===== src/rtl/imem_loader.sv =====
// Instruction memory loader: receives a length-prefixed, XOR-checksummed byte
// stream, packs little-endian 32-bit words, writes them from word 0 upward and
// releases the core from reset only after a verified image is in memory.
module imem_loader #(
  parameter int unsigned IMEM_WORDS = 64,
  parameter int unsigned ADDR_W     = 6
) (
  input  logic              clk,
  input  logic              rst_n,
  input  logic              start,
  input  logic [7:0]        rx_data,
  input  logic              rx_valid,
  output logic              rx_ready,
  output logic              imem_wren,
  output logic [ADDR_W-1:0] imem_addr,
  output logic [31:0]       imem_wdata,
  output logic              core_rst_n,
  output logic              busy,
  output logic              done,
  output logic              err
);

  typedef enum logic [2:0] {
    StIdle, StLenLo, StLenHi, StData, StWrite, StChk, StDone, StErr
  } state_e;

  localparam logic [16:0] MaxLen = 17'(IMEM_WORDS);

  state_e      state_q;
  logic [15:0] len_q;
  logic [15:0] word_idx_q;
  logic [1:0]  byte_idx_q;
  logic [7:0]  chk_q;
  logic [31:0] word_q;

  logic        accept;
  logic [15:0] len_full;
  logic        last_word;

  assign accept    = rx_valid & rx_ready;
  assign len_full  = {rx_data, len_q[7:0]};
  // Word index is 16 bits wide so N = IMEM_WORDS never wraps before CHK.
  assign last_word = (word_idx_q == (len_q - 16'd1));

  // Output decode straight from the state register; every output therefore
  // takes its reset value as soon as rst_n falls.
  always_comb begin
    rx_ready   = 1'b0;
    imem_wren  = 1'b0;
    busy       = 1'b0;
    done       = 1'b0;
    err        = 1'b0;
    core_rst_n = 1'b0;
    unique case (state_q)
      StLenLo, StLenHi, StData, StChk: begin
        rx_ready = 1'b1;
        busy     = 1'b1;
      end
      StWrite: begin
        imem_wren = 1'b1;
        busy      = 1'b1;
      end
      StDone: begin
        done       = 1'b1;
        core_rst_n = 1'b1;
      end
      StErr:   err = 1'b1;
      default: ;
    endcase
  end

  assign imem_addr  = word_idx_q[ADDR_W-1:0];
  assign imem_wdata = word_q;

  // Loader FSM and datapath.
  always_ff @(posedge clk or negedge rst_n) begin
    if (!rst_n) begin
      state_q    <= StIdle;
      len_q      <= '0;
      word_idx_q <= '0;
      byte_idx_q <= '0;
      chk_q      <= '0;
      word_q     <= '0;
    end else begin
      unique case (state_q)
        StIdle, StDone, StErr: begin
          if (start) begin
            state_q    <= StLenLo;
            len_q      <= '0;
            word_idx_q <= '0;
            byte_idx_q <= '0;
            chk_q      <= '0;
          end
        end
        StLenLo: begin
          if (accept) begin
            len_q[7:0] <= rx_data;
            state_q    <= StLenHi;
          end
        end
        StLenHi: begin
          if (accept) begin
            len_q[15:8] <= rx_data;
            if ({1'b0, len_full} > MaxLen) begin
              state_q <= StErr;
            end else if (len_full == 16'd0) begin
              state_q <= StChk;
            end else begin
              state_q <= StData;
            end
          end
        end
        StData: begin
          if (accept) begin
            word_q[8*byte_idx_q +: 8] <= rx_data;
            chk_q                     <= chk_q ^ rx_data;
            byte_idx_q                <= byte_idx_q + 2'd1;
            if (byte_idx_q == 2'd3) begin
              state_q <= StWrite;
            end
          end
        end
        StWrite: begin
          word_idx_q <= word_idx_q + 16'd1;
          state_q    <= last_word ? StChk : StData;
        end
        StChk: begin
          if (accept) begin
            state_q <= (rx_data == chk_q) ? StDone : StErr;
          end
        end
        default: state_q <= StIdle;
      endcase
    end
  end

endmodule


===== config.mk =====
export PLATFORM = sky130hd
export DESIGN_NAME = imem_loader
export DESIGN_NICKNAME = d
export VERILOG_FILES = /design/src/rtl/imem_loader.sv
export SDC_FILE = /design/constraint.sdc
export NUM_CORES = 1
export LEC_CHECK = 0
export ABC_AREA = 1
export CORE_MARGIN = 2
export CORE_UTILIZATION = 62
export CTS_BUF_LIST = sky130_fd_sc_hd__clkbuf_8
export DETAILED_ROUTE_END_ITERATION = 10
export PLACE_DENSITY_LB_ADDON = 0.2
export SYNTH_ARGS = -nofsm -noshare
export SYNTH_HDL_FRONTEND = slang
export SYNTH_SLANG_ARGS = --single-unit

===== constraint.sdc =====
create_clock -name clk -period 3.5 [get_ports clk]
set_input_delay 0.35 -clock clk [delete_from_list [all_inputs] [get_ports clk]]
set_output_delay 0.35 -clock clk [all_outputs]
set_load 0.05 [all_outputs]

# Yosys cells after proc, flatten, opt, wreduce, memory -nomap -nowiden
# Index checks and enable logic that the tools add are counted.
# op_classes
shifts,2
muxes,28
bitwise_logic,2
addsub,4
eq_ne,16
reduce_logical,15
order_cmp,1
# op_table
operator,n
8-bit one-hot mux with 2 select lines,3
5-bit negation with 34-bit output,1
8-bit by 34-bit variable shift with 32-bit output (first input constant),1
8-bit by 34-bit indexed part select with 32-bit output,1
32-bit bitwise mux,1
16-bit one-hot mux with 2 select lines,1
3-bit 2-to-1 mux,9
8-bit 2-to-1 mux,3
3-bit one-hot mux with 6 select lines,1
16-bit by 1-bit adder with 16-bit output (second input constant),1
16-bit == test,1
16-bit by 7-bit greater-than comparator with 1-bit output (second input constant),1
16-bit zero test,1
16-bit 2-to-1 mux,1
16-bit by 1-bit subtractor with 16-bit output (second input constant),1
3-bit == test (second input constant),4
2-bit inequality test (second input constant),6
3-bit AND reduction,3
8-bit == test,1
2-bit nonzero test,4
8-bit XOR,1
3-bit by 2-bit == test with 1-bit output (second input constant),2
1-bit 2-to-1 mux,6
6-bit AND reduction,1
11 further kinds,13
# word_totals
reg_bits,77
elab_cells,75
out_inout_bits,44
input_bits,12

# Longest topological paths before layout
# Gate-level depths: netlist (run 1).
# depth
ltp_word,6
mapped_depth,15
mapped_depth_nobuf,15

# Worst setup path after synthesis (run 1)
# Ideal clock, no wire load.
# synth_path
path_type,register to output
from,register state_q[1]
to,output port done
n_path_buf,1
stages_incl_launch_ff,4
t_required_ps,3150
arrival_ps,1540
path_slack_ps,1610
cell_sequence,dfrtp_1 > nand2_1 > nor2_1 > buf_4
# synth_via
elab_chain_cells,2
# synth_rtl
item,line,source
"start, declared",29,state_e state_q;
"start signal, assigned",78,state_q <= StIdle;
"start signal, assigned",88,state_q <= StLenLo;
"start signal, assigned",98,state_q <= StLenHi;
3-bit == test,n/a,
1-bit 2-to-1 mux,n/a,
"end, declared",19,"output logic done,"
# Every way passes these cells.

# Worst setup path in the final report (run 1)
# layout_path
from,register state_q[0]
to,output port busy
# layout_via
elab_chain_cells,3
elab_cells_between_ends,7
# layout_rtl
item,line,source
"3-bit == test, or another cell as far along",54,unique case (state_q)
5-bit OR reduction (no line) (*),n/a,
1-bit 2-to-1 mux (*),54,
"end, declared",18,"output logic busy,"
# Every way passes the cells marked *; elsewhere a longest branch is shown, timed or not.

==> results of run 1 <==
-- worst reg2reg max path, delay by kind of cell (launching register included) --
family / cells / cell delay, ns
compound gates: 1 / 0.22
fa+ha+maj: 1 / 0.37
buf+inv: 2 / 0.33
flops: 1 / 0.60
simple gates: 2 / 0.71
-- cells by family after synthesis --
logic type | synth area share [%]
buf+inv | 9.51
compound gates | 11.9
flops | 42.1
simple gates | 29.2
fa+ha+maj | 2.19
xor+xnor | 5.16
-- layout make-up --
type                            count  share of cell area (%)
Multi-Input combinational cell    419                    41.7
Timing Repair Buffer               56                    10.4
Clock inverter                      5                    1.58
Clock buffer                       10                    2.59
Inverter                           72                    5.08
Tap cell                           99                    2.33
Sequential cell                    77                    36.2
-- cell usage in the layout (no fill, tap or decap), types with 3 or more instances in the layout --
master	Yosys	layout
xor2_1	18	18
inv_2	4	4
clkbuf_8	0	10
a21oi_4	3	3
nor2_1	67	67
nor3_2	3	3
o31ai_1	6	6
xnor2_1	9	9
clkdlybuf4s50_1	0	54
nor2_2	5	5
nor3_1	5	5
dfrtp_1	77	77
inv_1	68	68
nor2_4	5	5
nand2_1	133	133
nand4_1	15	15
nand3b_1	5	5
a21oi_1	29	29
o21ai_0	41	41
ha_1	8	8
nand3_1	48	48
-- final timing paths --
path | startpoint | endpoint | slack [ns] | cells past startpoint
setup / recovery | state_q[0] | busy | 0.93 | 7
hold / removal | rst_n | word_idx_q[4] | 0.16 | 1
setup reg to reg | byte_idx_q[0] | imem_wdata[19] | 1.19 | 6
hold reg to reg | chk_q[0] | chk_q[0] | 0.53 | 1
max in group asynchronous | rst_n | imem_wdata[31] | 2.72 | 1
min in group clk | chk_q[0] | chk_q[0] | 0.53 | 1
-- per-layer routing --
metal  vias to the layer above  track usage [%]  part of all wire (%)
li1                       1993                -                     -
met1                      1985             37.9                    42
met2                       133             51.5                    50
met3                        25             5.78                   5.3
met4                         0             12.9                   2.4
met5                         -                0                     0
-- flip-flops by register name, indices dropped and copies added, names as in the netlist --
register and cells:
imem_wdata 32, len_q 16, word_idx_q 16, chk_q 8
state_q 3, byte_idx_q 2
-- power groups by stage --
stage,Clock (uW),Combinational [uW],Sequential [uW]
global route,817,2930,1410
finish,766,2650,1380
floorplan,0,1590,1770
detailed placement,0,2630,1380
global placement,0,2560,1370
CTS,771,2650,1370
-- stage by stage --
stage	util (%)	instance area, sq um	hold WS (ns)	power, uW	instances
6_report	73.7	5320	0.158	4800	738
5_1_grt	73.7	5320	0.218	5160	738
4_1_cts	73.7	5320	0.171	4790	738
3_5_place_dp	70.6	5090	0.501	4020	723
3_3_place_gp	70.6	5090	0.485	3930	723
2_1_floorplan	-	4580	0.0544	3360	594
==> reports/qor.yml, run 1 <==
critical_path:
  cp_num_buf_inv: 4
  path_delay_family: "buffers and inverters"
  critPathLaunchType: "register"
  cp_max_fo: 4
  path_class: "reg2out"
  cp_cell_sequence: "inv_1 > nor2_1 > inv_1 > nor2_1 > inv_1 > nand2_1 > clkdlybuf4s50_1"
  worstPathArrival_ns: 2.22
  cp_common_cell: "inv_1"
  slowest_delay_ns: 0.79
  cp_slowest_cell: "clkdlybuf4s50_1"
  critPathRequiredTime_ns: 3.15
  crit_path_end_kind: "output pin"
detailed_routing:
  via_per_inst: 5.60
  wl_per_cell_microns: 15.7
  drc_errors: 0
  drtIter0Drc: 257
  drtAntennaViolNets: 0
  drtPass1Iterations: 5
  wirelength_microns: 11600
  num_vias: 4136
yosys:
  synth_nets: 614
  ys.flop_type: "dfrtp_1"
  ys_ff_latch: 77
  synth_edf_count: 0
  synth.area.top_cells: "dfrtp_1 (42%), nand2_1 (11%), inv_1 (5.6%), nor2_1 (5.5%), nand3_1 (5.2%)"
  synthArstFlopShare_pct: 100
  synth.distinct_cells: 38
  synth.most_common_cell: "nand2_1"
  synth_commonest_cells: "nand2_1 (133), dfrtp_1 (77), inv_1 (68), nor2_1 (67), nand3_1 (48)"
  yosys.area.top_type: "dfrtp_1"
  yosysTopAreaCellShare_pct: 42.1
  synth_area_sq_mm: 0.00458
  ys_seq_area_share_pct: 42.1
  avgSynthCellArea_sq_um: 7.71
  synthCells: 594
  ys_warn_count: 0
floorplanning:
  fp.dieH_microns: 90.0
  ios: 56
  rows: 31
  initial_utilization_pct: 63.5
  die_w_microns: 90.0
  dieArea_sq_mm: 0.00809
  coreArea_sq_mm: 0.00721
global_route:
  track_usage_pct: 30.2
  grt_pass1_wl_microns: 19800
  grt_start_max_net_pins: 78
  gr-total-overflow: 0
  grt_pass1_vias: 4230
  antenna_found_initial: 0
timing:
  rsz0062_at_grt: "no"
  fmax_mhz: 389
  setup_viol: 0
  max-slew-margin-rel_pct: 35.7
  clock_skew_ns: 0.0110
  finalHoldViolCount: 0
  worst_pin_slew_ns: 0.965
  tns_ns: 0
  setup_ws_ns: 0.930
  finalMaxSlewViolations: 0
  finalCriticalPeriod_ns: 2.57
  period_share_pct: 73.4
clock_tree:
  cts.path.max_buffers: 2
  cts.sinks: 77
  ctsResizeCount: 0
  clk_pin_slew_ns: 0.09
  clock_latency_ns: 0.35
  cts_root_buf: "clkbuf_8"
  cts_htree_levels: 3
  cts_buffers: 9
  cts-hold-fix-buffers: 0
  cts_tree: "yes"
  cts_setup_buffers: 0
power:
  power_density_mw_per_mm2: 902
  p_clk_share_pct: 16.0
  net-switching-power_uw: 2390
  p_leak_uw: 0.00250
  p_sw_share_pct: 49.8
  pwr-share-seq_pct: 28.7
  ir_drop_v: 0.000683
  p_int_uw: 2410
  p_comb_share_pct: 55.3
min_path:
  min_path_type: "in2async"
place:
  pre_cts_slack_ns: 1.27
  gp_congestion: 0.924
  place_hpwl_microns: 8290
  numPortBuffers: 55
cells_and_area:
  fillCellCount: 581
  drive_gt1_share_pct: 7.04
  diodes: 0
  area_growth_pct: 16.1
  nNetsFinal: 655
  multiInputGateArea_sq_mm: 0.00222
  seq_area_sq_mm: 0.00193
run:
  cap_violations: 0
status:
  status: "completed"
Power figures use the tool's default switching activity.
==> run 2, diff against run 1 <==
- CORE_UTILIZATION: 62 -> 58
- clock period: 3.5 -> 2.5 ns (I/O delays scaled with it)
==> run 2 against run 1 <==
  * Worst setup slack got worse by 0.78 ns
  * Total power increased by 40%
  * Critical path depth decreased by 2
  * Critical path type unchanged
  * Largest cell class unchanged
==> reports/qor.yml, run 2 (synthesis gave the netlist of run 1 again) <==
cells_and_area:
  seq_area_sq_mm: 0.00193  # unchanged
  largest_reg_flops: 32  # unchanged
  layout_common_cells: "nand2_1 (133), dfrtp_1 (77), inv_1 (68)"  # unchanged
  nNetsFinal: 661  # was 655
  multiInputGateArea_sq_mm: 0.00222  # unchanged
  drive_gt1_share_pct: 8.06  # was 7.04%
  area_growth_pct: 16.9  # was 16.1%
  diodes: 0  # unchanged
  fillCellCount: 657  # was 581
  final_common_cell: "nand2_1"  # unchanged
timing:
  finalCriticalPeriod_ns: 2.35
  finalMaxSlewViolations: 0  # unchanged
  clock_skew_ns: 0.00638  # was 0.0110 ns
  setup_ws_ns: 0.150  # was 0.930 ns
  hold_slack_ns: 0.0312  # was 0.158 ns
  tns_ns: 0  # unchanged
  period_share_pct: 94.0
  finalHoldViolCount: 0  # unchanged
  setup_viol: 0  # unchanged
  max-slew-margin-rel_pct: 35.1  # was 35.7%
  fmax_mhz: 426
  worst_pin_slew_ns: 0.973  # was 0.965 ns
  rsz0062_at_grt: "no"  # unchanged
clock_tree:
  cts-hold-fix-buffers: 0  # unchanged
  cts_tree: "yes"  # unchanged
  ctsResizeCount: 0  # unchanged
  clk_pin_slew_ns: 0.08  # was 0.09 ns
  cts_root_buf: "clkbuf_8"  # unchanged
  cts_htree_levels: 3  # unchanged
  cts.sinks: 77  # unchanged
  clock_latency_ns: 0.35  # about the same
  cts.path.max_buffers: 2  # unchanged
  cts_setup_buffers: 0  # unchanged
  cts_buffers: 9  # unchanged
critical_path:
  path_class: "reg2out"  # unchanged
  cp_max_fo: 4  # unchanged
  worstPathArrival_ns: 2.10  # was 2.22 ns
  crit_start: "state_q[0]"  # unchanged
  crit_path_end_kind: "output pin"  # unchanged
  r2r-start: "len_q[0]"  # was byte_idx_q[0]
  r2r_slack_ns: 0.46  # was 1.19 ns
  critPathRequiredTime_ns: 2.25  # was 3.15 ns
  critPathLaunchType: "register"  # unchanged
place:
  pre_cts_slack_ns: 0.534  # was 1.27 ns
  numPortBuffers: 55  # unchanged
  gp_congestion: 0.899  # was 0.924
  place_hpwl_microns: 8400  # was 8290 microns
power:
  p_int_uw: 3320  # was 2410 uW
  ir_drop_v: 0.000831  # was 0.000683 V
  p_sw_share_pct: 50.5  # was 49.8%
  power_density_mw_per_mm2: 1260  # was 902 mW/mm^2
  pwr-share-seq_pct: 28.3  # was 28.7%
  total_power_uw: 6720  # was 4800 uW
  p_comb_share_pct: 57.3  # was 55.3%
  net-switching-power_uw: 3400  # was 2390 uW
  p_clk_share_pct: 14.4  # was 16.0%
  p_leak_uw: 0.00252  # was 0.00250 uW
detailed_routing:
  drtAntennaViolNets: 0  # unchanged
  via_per_inst: 5.58  # was 5.60
  drc_errors: 0  # unchanged
  drtIter0Drc: 293  # was 257
  drtPass1Iterations: 5  # unchanged
  wirelength_microns: 11800  # was 11600 microns
  wl_per_cell_microns: 15.8  # was 15.7 microns
  num_vias: 4169  # was 4136
status:
  status: "completed"  # unchanged
min_path:
  min_path_type: "in2async"  # unchanged
floorplanning:
  fp.dieH_microns: 92.9  # was 90.0 microns
  initial_utilization_pct: 59.6  # was 63.5%
  ios: 56  # unchanged
  coreArea_sq_mm: 0.00769  # was 0.00721 sq mm
  rows: 32  # was 31
  dieArea_sq_mm: 0.00862  # was 0.00809 sq mm
  die_w_microns: 92.9  # was 90.0 microns
global_route:
  antenna_found_initial: 0  # unchanged
  track_usage_pct: 29.5  # was 30.2%
  grt_pass1_wl_microns: 19900  # was 19800 microns
  grt_start_max_net_pins: 78  # unchanged
  gr-total-overflow: 0  # unchanged
  grt_pass1_vias: 4113  # was 4230
run:
  cap_violations: 0  # unchanged
[run 2: metal layers]
metal | wire (microns) | up-vias | track usage (%) | share of wire, %
met5 | 0 | - | 0 | 0
met4 | 233 | 0 | 9.68 | 2.0
met3 | 730 | 25 | 6.92 | 6.2
met2 | 5930 | 151 | 50.7 | 50
met1 | 4940 | 1990 | 36.6 | 42
li1 | - | 2003 | - | -
[run 2: final timing paths]
path                                  endpoint  cells past startpoint
worst max-delay path                  rx_ready                      5
worst min register to register        chk_q[7]                      2
max in group asynchronous       imem_wdata[29]                      1
worst max register to register      state_q[1]                     12
min in group clk                      chk_q[7]                      2
worst min-delay path             word_idx_q[6]                      1
[run 2: power by group through the flow]
stage	combinational, uW	sequential (uW)	clock (uW)
2_1_floorplan	2230	2480	0
3_3_place_gp	3690	1900	0
3_5_place_dp	3790	1920	0
4_1_cts	3830	1900	975
5_1_grt	4240	1940	1040
6_report	3850	1900	967
[run 2: metrics by stage]
| stage | area [sq um] | std cells | utilization (%) |
|---|---|---|---|
| 6_report | 5350 | 747 | 69.6 |
| 5_1_grt | 5350 | 747 | 69.6 |
| 4_1_cts | 5350 | 747 | 69.6 |
| 3_5_place_dp | 5150 | 732 | 67.0 |
| 3_3_place_gp | 5150 | 732 | 67.0 |
| 2_1_floorplan | 4580 | 594 | - |
[run 2: area by class of cell]
class	count	area share (%)
Clock buffer	10	2.57
Clock inverter	5	1.15
Inverter	72	5.05
Multi-Input combinational cell	419	41.4
Sequential cell	77	36.0
Tap cell	102	2.38
Timing Repair Buffer	62	11.4
[run 2: worst max-delay path, cell delays in order, from the launching register on]
cell and delay (ns):
dfrtp_1 0.44, inv_1 0.12, nor2_1 0.16, inv_1 0.09
nand2_1 0.10, clkdlybuf4s50_1 0.83
